===== src/rtl/formula_n_pipe_aware_fsm.sv =====
// Sequencer computing res = sum of isqrt(arg[i]) through one external pipelined isqrt.
// Returns are counted, so gaps in isqrt_y_vld are tolerated.
module formula_n_pipe_aware_fsm #(
  parameter int unsigned N_ARGS    = 3,
  parameter int unsigned ARG_W     = 32,
  parameter int unsigned ISQRT_LAT = 4,
  parameter int unsigned RES_W     = ARG_W / 2 + $clog2(N_ARGS) + 1
) (
  input  logic                      clk,
  input  logic                      rst,
  input  logic                      arg_vld,
  output logic                      arg_rdy,
  input  logic [N_ARGS*ARG_W-1:0]   args,
  output logic                      res_vld,
  output logic [RES_W-1:0]          res,
  output logic                      isqrt_x_vld,
  output logic [ARG_W-1:0]          isqrt_x,
  input  logic                      isqrt_y_vld,
  input  logic [ARG_W/2-1:0]        isqrt_y
);

  localparam int unsigned IdxW = (N_ARGS > 1) ? $clog2(N_ARGS) : 1;
  localparam int unsigned CntW = $clog2(N_ARGS + 1);
  localparam int unsigned DrnW = $clog2(ISQRT_LAT + 1);

  typedef enum logic [2:0] {StDrain, StIdle, StIssue, StWait, StDone} state_e;

  state_e                   state_q, state_d;
  logic [DrnW-1:0]          drain_q, drain_d;
  logic [N_ARGS*ARG_W-1:0]  args_q, args_d;
  logic [IdxW-1:0]          idx_q, idx_d;
  logic [CntW-1:0]          ret_q, ret_d;
  logic [RES_W-1:0]         acc_q, acc_d;
  logic [RES_W-1:0]         res_q, res_d;
  logic                     x_vld_q, x_vld_d;
  logic [ARG_W-1:0]         x_q, x_d;
  logic                     transfer;
  logic                     ret_fire;
  logic [ARG_W-1:0]         next_arg;

  assign arg_rdy     = (state_q == StIdle) || (state_q == StDone);
  assign transfer    = arg_vld && arg_rdy;
  assign res_vld     = (state_q == StDone);
  assign res         = res_q;
  assign isqrt_x_vld = x_vld_q;
  assign isqrt_x     = x_q;

  // Returns outside ISSUE/WAIT, or beyond N_ARGS, belong to no live operation.
  assign ret_fire = isqrt_y_vld && (ret_q < CntW'(N_ARGS)) &&
                    ((state_q == StIssue) || (state_q == StWait));

  always_comb begin
    next_arg = '0;
    for (int unsigned i = 0; i < N_ARGS; i++) begin
      if (IdxW'(i) == idx_q + IdxW'(1)) next_arg = args_q[i*ARG_W +: ARG_W];
    end
  end

  always_comb begin
    state_d = state_q;
    drain_d = drain_q;
    args_d  = args_q;
    idx_d   = idx_q;
    ret_d   = ret_q;
    acc_d   = acc_q;
    res_d   = res_q;
    x_vld_d = 1'b0;
    x_d     = x_q;
    if (ret_fire) begin
      acc_d = acc_q + RES_W'(isqrt_y);
      ret_d = ret_q + CntW'(1);
    end
    unique case (state_q)
      StDrain: begin
        if (drain_q != '0) drain_d = drain_q - DrnW'(1);
        if (drain_q <= DrnW'(1)) state_d = StIdle;
      end
      StIdle, StDone: begin
        state_d = StIdle;
        if (transfer) begin
          args_d  = args;
          acc_d   = '0;
          ret_d   = '0;
          idx_d   = '0;
          x_vld_d = 1'b1;
          x_d     = args[ARG_W-1:0];
          state_d = StIssue;
        end
      end
      StIssue: begin
        if (idx_q == IdxW'(N_ARGS - 1)) begin
          state_d = StWait;
        end else begin
          idx_d   = idx_q + IdxW'(1);
          x_vld_d = 1'b1;
          x_d     = next_arg;
        end
      end
      StWait: begin
        // Uses the post-update count so the last return and DONE entry share an edge.
        if (ret_d == CntW'(N_ARGS)) begin
          state_d = StDone;
          res_d   = acc_d;
        end
      end
      default: state_d = StDrain;
    endcase
  end

  always_ff @(posedge clk or posedge rst) begin
    if (rst) begin
      state_q <= StDrain;
      drain_q <= DrnW'(ISQRT_LAT);
      args_q  <= '0;
      idx_q   <= '0;
      ret_q   <= '0;
      acc_q   <= '0;
      res_q   <= '0;
      x_vld_q <= 1'b0;
      x_q     <= '0;
    end else begin
      state_q <= state_d;
      drain_q <= drain_d;
      args_q  <= args_d;
      idx_q   <= idx_d;
      ret_q   <= ret_d;
      acc_q   <= acc_d;
      res_q   <= res_d;
      x_vld_q <= x_vld_d;
      x_q     <= x_d;
    end
  end

endmodule


===== config.mk =====
export PLATFORM = sky130hd
export DESIGN_NAME = formula_n_pipe_aware_fsm
export DESIGN_NICKNAME = d
export VERILOG_FILES = /design/src/rtl/formula_n_pipe_aware_fsm.sv
export SDC_FILE = /design/constraint.sdc
export NUM_CORES = 1
export LEC_CHECK = 0
export ABC_AREA = 1
export ABC_CLOCK_PERIOD_IN_PS = 8300
export CORE_UTILIZATION = 53
export DETAILED_ROUTE_END_ITERATION = 7
export GPL_TIMING_DRIVEN = 0
export PLACE_DENSITY = 0.9
export SETUP_SLACK_MARGIN = 0.15
export SKIP_CTS_REPAIR_TIMING = 1
export SLEW_MARGIN = 15
export SYNTH_ARGS = -nofsm -noshare
export SYNTH_HDL_FRONTEND = slang
export SYNTH_SLANG_ARGS = --single-unit
export TNS_END_PERCENT = 100

===== constraint.sdc =====
create_clock -name clk -period 8.3 [get_ports clk]
set_clock_uncertainty 0.05 [all_clocks]
set_input_delay 2.075 -clock clk [delete_from_list [all_inputs] [get_ports clk]]
set_output_delay 2.075 -clock clk [all_outputs]
set_load 0.01 [all_outputs]

==> reports/results.txt, run 1 <==
Detailed Route Iter0 Violations = 770
Min-delay worst type = register to register
Vias per inst = 5.50
Setup total negative slack = 0 ns
Tmin final = 4.01 ns
DIE AREA = 0.0172 mm^2
DP HPWL = 17800 um
Die X = 131 um
Vias in the first global route = 8151
Post-synthesis register bit count = 177
Actual slew at the worst max-slew pin = 0.752 ns
Final Max Tran Viols = 0
Startpoint Class = input port
Vias = 8537
Share of cells above drive strength 1 = 0.0674
Most frequent cell after synthesis = nand2_1
Arr. time, crit path = 4.28 ns
DIE HEIGHT = 131 um
Worst VDD drop = 0.217 mV
Seq/Total Area, Yosys = 0.502
IO Pins = 170
Worst path max stage delay = 0.47 ns
Worst-path clk slew = 0.08 ns
CP Capture Type = register
Mapped Avg Cell Area = 7.79 um^2
Post-route ant nets = 0
Clk Latency, worst-skew pair = 0.44 ns
Buf/Inv on CP = 3
Synthesized area = 0.00883 mm^2
Setup WS pre-CTS = 3.90 ns
Max-capacitance violation count = 0
Crit path max-delay family = simple AND/OR/NAND/NOR gates
Worst-path cell chain = clkdlybuf4s50_1 -> ha_1 -> inv_1 -> fa_1 -> inv_1 -> nand3_1 -> nand3_1 -> nand2_1 -> nand2_1 -> nand2_1 -> nand3_1 -> nand3_1 -> nand3_1 -> nand2_1
Outcome = finished, final reports clean
Synth warn = 0
WL/cell = 16.2 um
Gr ovfl total = 0
NumNets Final = 1464
CTS tree = built
Root buffer cell = clkbuf_16
RSZ-0062 raised after global routing = no
Crit Path Class = input port to register
H-Tree Depth = 4
Top FF cell, synth = dfrtp_1
CP max FO = 3
Final setup fails = 0
Achievable Freq = 250 MHz
Filler cell count = 1148
Cts bufs inserted = 17
Post-synth top cells = nand2_1 (460), dfrtp_1 (176), nor2_1 (77)
Area growth, synth to finish = 29.5%
Initial antenna violation count = 1
Largest net degree at the start of global routing = 109
Starting Density = 0.550
Core area = 0.0161 mm^2
Library cells used by synthesis = 33
Slowest CP cell = clkdlybuf4s50_1
First-pass GRT wire length = 39300 um
Most used cell, CP = nand3_1
PwrDens = 363 mW/mm^2
Final Hold Vio Count = 0
Synth top area cells = dfrtp_1 (50%), nand2_1 (20%), a21oi_1 (3.9%)
Pre-antenna DRT Iters = 6
Post-synth EDFFs = 0
Post-synth net total = 1275
DRT Wirelength = 25100 um
Leak = 0.00565 uW
Port bufs = 169
Asr flop ratio synth = 1.00
Cells after synthesis = 1134
Clock sinks = 177
Setup slack after layout = 4.29 ns
Required @ worst endpoint = 8.57 ns
Area leader, netlist = dfrtp_1
Final Cycle Share = 0.483
Maximum clock path buffer count = 2
Gr usage total = 0.303
Yosys top cell area share = 0.499
Residual DRC = 0
Max-slew headroom = 0.499
RD Place Congestion = 0.901
Site Rows = 46
## worst paths after layout
| path | from | endpoint | slack (ns) | cells past startpoint |
|---|---|---|---|---|
| setup / recovery | isqrt_y[0] | res[10]$_DFFE_PP0P_ | 4.29 | 14 |
| setup reg to reg | idx_q[0]$_DFFE_PP0P_ | isqrt_x[27]$_DFFE_PP0P_ | 5.98 | 9 |
| hold reg to reg | args_q[74]$_DFFE_PP0P_ | args_q[74]$_DFFE_PP0P_ | 0.43 | 2 |
| hold / removal | args_q[74]$_DFFE_PP0P_ | args_q[74]$_DFFE_PP0P_ | 0.43 | 2 |
| min in group asynchronous | rst | args_q[88]$_DFFE_PP0P_ | 2.11 | 2 |
| max in group asynchronous | rst | isqrt_x[7]$_DFFE_PP0P_ | 5.31 | 3 |
## sequential cells by signal (all words and copies together) (netlist names)
signal,flops
args_q,96
isqrt_x,32
acc_q,19
res,19
drain_q,3
state_q,3
idx_q,2
ret_q,2
isqrt_x_vld,1
## worst reg2reg max path: cells and delay by family (launching register included)
family	cells	cell delay, ns
buf+inv	4	0.97
compound gates	3	0.50
flops	1	0.40
fa+ha+maj	1	0.20
simple gates	1	0.13
## logic make-up (layout without fill, tap and decap cells)
family | Yosys count | after routing | synth area share
adder cells (fa/ha/maj) | 25 | 25 | 0.0363
buffers and inverters | 130 | 332 | 0.0632
other | 0 | 1 | 0
flip-flops | 177 | 177 | 0.502
AO/OA/AOI/OAI | 173 | 173 | 0.108
AND/OR/NAND/NOR | 618 | 618 | 0.279
XOR/XNOR | 10 | 10 | 0.0108
multiplexers | 1 | 1 | 0.00113
## report_power, final
part	switching (uW)	internal, uW	leakage, uW
Combinational	1110	743	0.00317
Sequential	229	1250	0.00219
Clock	408	411	0.000296
## final cells by class
type | count | area [um^2] | share of cell area
diodes | 1 | 2.50 | 0.000219
plain buffers | 58 | 288 | 0.0252
clock buffers | 17 | 425 | 0.0372
clock inverters | 15 | 181 | 0.0159
inverters | 72 | 278 | 0.0243
multi-input cells | 827 | 3840 | 0.336
flip-flops and latches | 177 | 4430 | 0.387
well taps | 216 | 270 | 0.0236
repair buffers | 170 | 1720 | 0.150
## placed cells by master, fill, tap and decap left out, types with 4 or more instances in the layout
master           synthesis  routed
nor2_1                  77      77
ha_1                    24      24
clkbuf_1                29      29
clkdlybuf4s50_1          0     169
o21ai_0                 48      48
clkinv_4                 0       4
o21ai_2                  6       6
nand2_1                460     460
a31oi_1                 32      32
xor2_1                   4       4
o211ai_1                11      11
xnor2_1                  5       5
buf_2                   17      17
a21oi_1                 69      69
inv_1                   65      64
o21ai_1                  7       7
dfrtp_1                176     176
or2_2                    9       9
inv_8                    0       6
inv_2                    7       7
nand3_1                 61      61
buf_4                    9       9
clkbuf_16                0      17
## metal layers
metal	part of all wire	track usage	vias to the layer above
li1	-	-	4008
met1	0.40	0.392	4033
met2	0.48	0.495	433
met3	0.086	0.0629	61
met4	0.027	0.128	2
met5	0.00036	0	-
## per-stage QoR
step	hold slack (ns)	util	cells	total power [uW]	instance area, um^2
4_1_cts	0.431	0.712	1552	4130	11400
3_5_place_dp	0.410	0.674	1520	3290	10800
6_report	0.429	0.712	1553	4150	11400
2_1_floorplan	0.394	-	1134	2600	8830
5_1_grt	0.456	0.712	1552	4420	11400
3_3_place_gp	0.406	0.672	1519	3210	10800
(Power assumes the default switching activity.)
==> inputs of run 2 (changes only) <==
Settings changed: ABC_CLOCK_PERIOD_IN_PS 8300 to 3550, CORE_UTILIZATION 53 to 47, PLACE_DENSITY 0.9 to 0.85.
Clock period 8.3 ns to 3.55 ns, I/O delays scaled along.
==> run 2 against run 1 <==
  * The run now ends with design-rule violations left
  * First-iteration DRC count fell by 7.9%
  * Final cell count rose by 1.2%
  * Power rose by 130%
  * Sequential cell count did not move
  * Non-clock buffer count rose by 5
  * Combinational power rose by 130%
  * Register-to-register slack got worse by 4.7 ns
  * Worst hold slack got worse by 0.0024 ns
  * Critical path type unchanged
==> reports/results.txt, run 2 (synthesis results as in run 1) <==
Outcome = complete, but fails checks
Failing checks = design-rule violations
Largest net degree at the start of global routing = 39
Cts bufs inserted = 17
Vias in the first global route = 8271
Final setup fails = 0
Largest register by flop count = args_q
Startpoint Class = input port
Vias per inst = 5.40
Setup WS pre-CTS = 0.289 ns
R2R depth = 8
Share of cells above drive strength 1 = 0.0708
Final Hold Vio Count = 0
Detailed Route Iter0 Violations = 709
DIE HEIGHT = 139 um
Crit path max-delay family = simple AND/OR/NAND/NOR gates
Hold_sp = args_q[71]$_DFFE_PP0P_
RD Place Congestion = 0.844
Clock sinks = 177
Worst VDD drop = 0.434 mV
Most frequent cells in the layout = nand2_1 (460), dfrtp_1 (176), clkdlybuf4s50_1 (169), nor2_1 (77), a21oi_1 (69)
CP max FO = 3
Gr usage total = 0.266
Residual DRC = 10
Core area = 0.0182 mm^2
Gr ovfl total = 0
CP Capture Type = register
DIE AREA = 0.0193 mm^2
Placed insts = 1538
Buf/Inv on CP = 3
NumNets Final = 1469
Crit Path Class = input port to register
Met1 Use GR = 0.352
Worst-path clk slew = 0.07 ns
Root buffer cell = clkbuf_16
Most used cell, CP = nand2_1
Maximum clock path buffer count = 2
Required @ worst endpoint = 3.83 ns
Post-route ant nets = 0
Die X = 139 um
Setup slack after layout = 0.725 ns
Dpl cell area = 0.0109 mm^2
Leak = 0.00568 uW
Area growth, synth to finish = 30.6%
Actual slew at the worst max-slew pin = 0.597 ns
Final Max Tran Viols = 0
H-Tree Depth = 4
Arr. time, crit path = 3.11 ns
R2R Setup Slk = 1.29 ns
CTS tree = built
Final Non-Filler Cells = 1572
Pre-antenna DRT Iters = 7
Vias = 8485
Grt met2 use = 0.432
Clk Latency, worst-skew pair = 0.43 ns
Site Rows = 49
First-pass GRT wire length = 40600 um
Worst path max stage delay = 0.47 ns
Achievable Freq = 354 MHz
RSZ-0062 raised after global routing = no
Slowest CP cell = clkdlybuf4s50_1
Final instance area = 0.0115 mm^2
Tmin final = 2.82 ns
Reg2reg end = isqrt_x[21]$_DFFE_PP0P_
Worst-path cell chain = clkdlybuf4s50_1 -> ha_1 -> inv_1 -> fa_1 -> inv_1 -> nand3_1 -> nand3_1 -> nand2_1 -> nand2_1 -> nand2_1 -> nand2_1 -> nand2_1 -> nand2_1 -> nand2_1 -> nand2_1 -> nand2_1
Worst hold path depth = 2
Reg2Reg Launch Point = idx_q[1]$_DFFE_PP0P_
Max-slew headroom = 0.602
Most crowded layer after global routing = met2
WL/cell = 16.0 um
DP HPWL = 18500 um
IO Pins = 170
Initial antenna violation count = 0
Starting Density = 0.485
Max reg flops = 96
Met3 usage = 0.0490
Hold endpoint = args_q[71]$_DFFE_PP0P_
Port bufs = 169
Min-delay worst type = register to register
Max-capacitance violation count = 0
DRT Wirelength = 25100 um
Commonest non-fill, non-tap cell in the layout = nand2_1
PwrDens = 839 mW/mm^2
Final Cycle Share = 0.796
==> run 2: changes by cell type in the layout (fill, tap and decap cells not counted), moves of 2 or more <==
cell        change
inv_8           -3
inv_12          -2
inv_6           +6
buf_12          +5
clkinv_8        -2
clkinv_4        -4
clkinvlp_4      +4
==> run 2: metal layers <==
layer	up-vias	part of all wire	wire, um
li1	4015	-	-
met2	373	0.48	12000
met5	-	0	0
met3	48	0.075	1890
met1	4049	0.42	10600
met4	0	0.025	618
==> run 2: how the worst max path moves through the flow <==
stage / from / slack [ns] / to / cells past startpoint
after detailed placement: isqrt_y[0] / 0.29 / res[16]$_DFFE_PP0P_ / 16
after floorplan: rst / 0.35 / acc_q[0]$_DFF_PP0_ / 1
after global placement: rst / -1.07 / args_q[88]$_DFFE_PP0P_ / 2
final: isqrt_y[0] / 0.73 / res[16]$_DFFE_PP0P_ / 16
after global routing: isqrt_y[0] / 0.52 / res[16]$_DFFE_PP0P_ / 16
after CTS: isqrt_y[0] / 0.74 / res[16]$_DFFE_PP0P_ / 16
==> run 2: final cells by class <==
| type | instances | area (um^2) |
|---|---|---|
| buffer | 58 | 288 |
| inverter | 72 | 274 |
| clock buffer | 17 | 425 |
| multi-input combinational | 827 | 3840 |
| timing repair buffer | 175 | 1820 |
| sequential | 177 | 4430 |
| tap | 229 | 287 |
| fill | 1480 | 6670 |
| clock inverter | 15 | 164 |
| antenna | 2 | 5.00 |
==> run 2: per-stage QoR <==
step                setup TNS, ns   util  hold slack [ns]  total power (uW)
CTS                             0  0.633            0.429              9660
floorplan                       0      -            0.394              6070
detailed placement              0  0.601            0.412              7720
finish                          0  0.634            0.426              9680
global placement          -185.55  0.594            0.409              7520
global route                    0  0.633            0.446             10300
==> run 2: tightest hold or removal path: stages (launching register included) <==
cell and delay, ns:
dfrtp_1 0.34, nand2_1 0.05, nand2_1 0.05
==> run 2: report_power, final <==
part	total [uW]	switching [uW]	internal, uW
Clock	1920	916	1000
Combinational	4300	2550	1750
Sequential	3460	530	2930
Total	9680	4000	5680
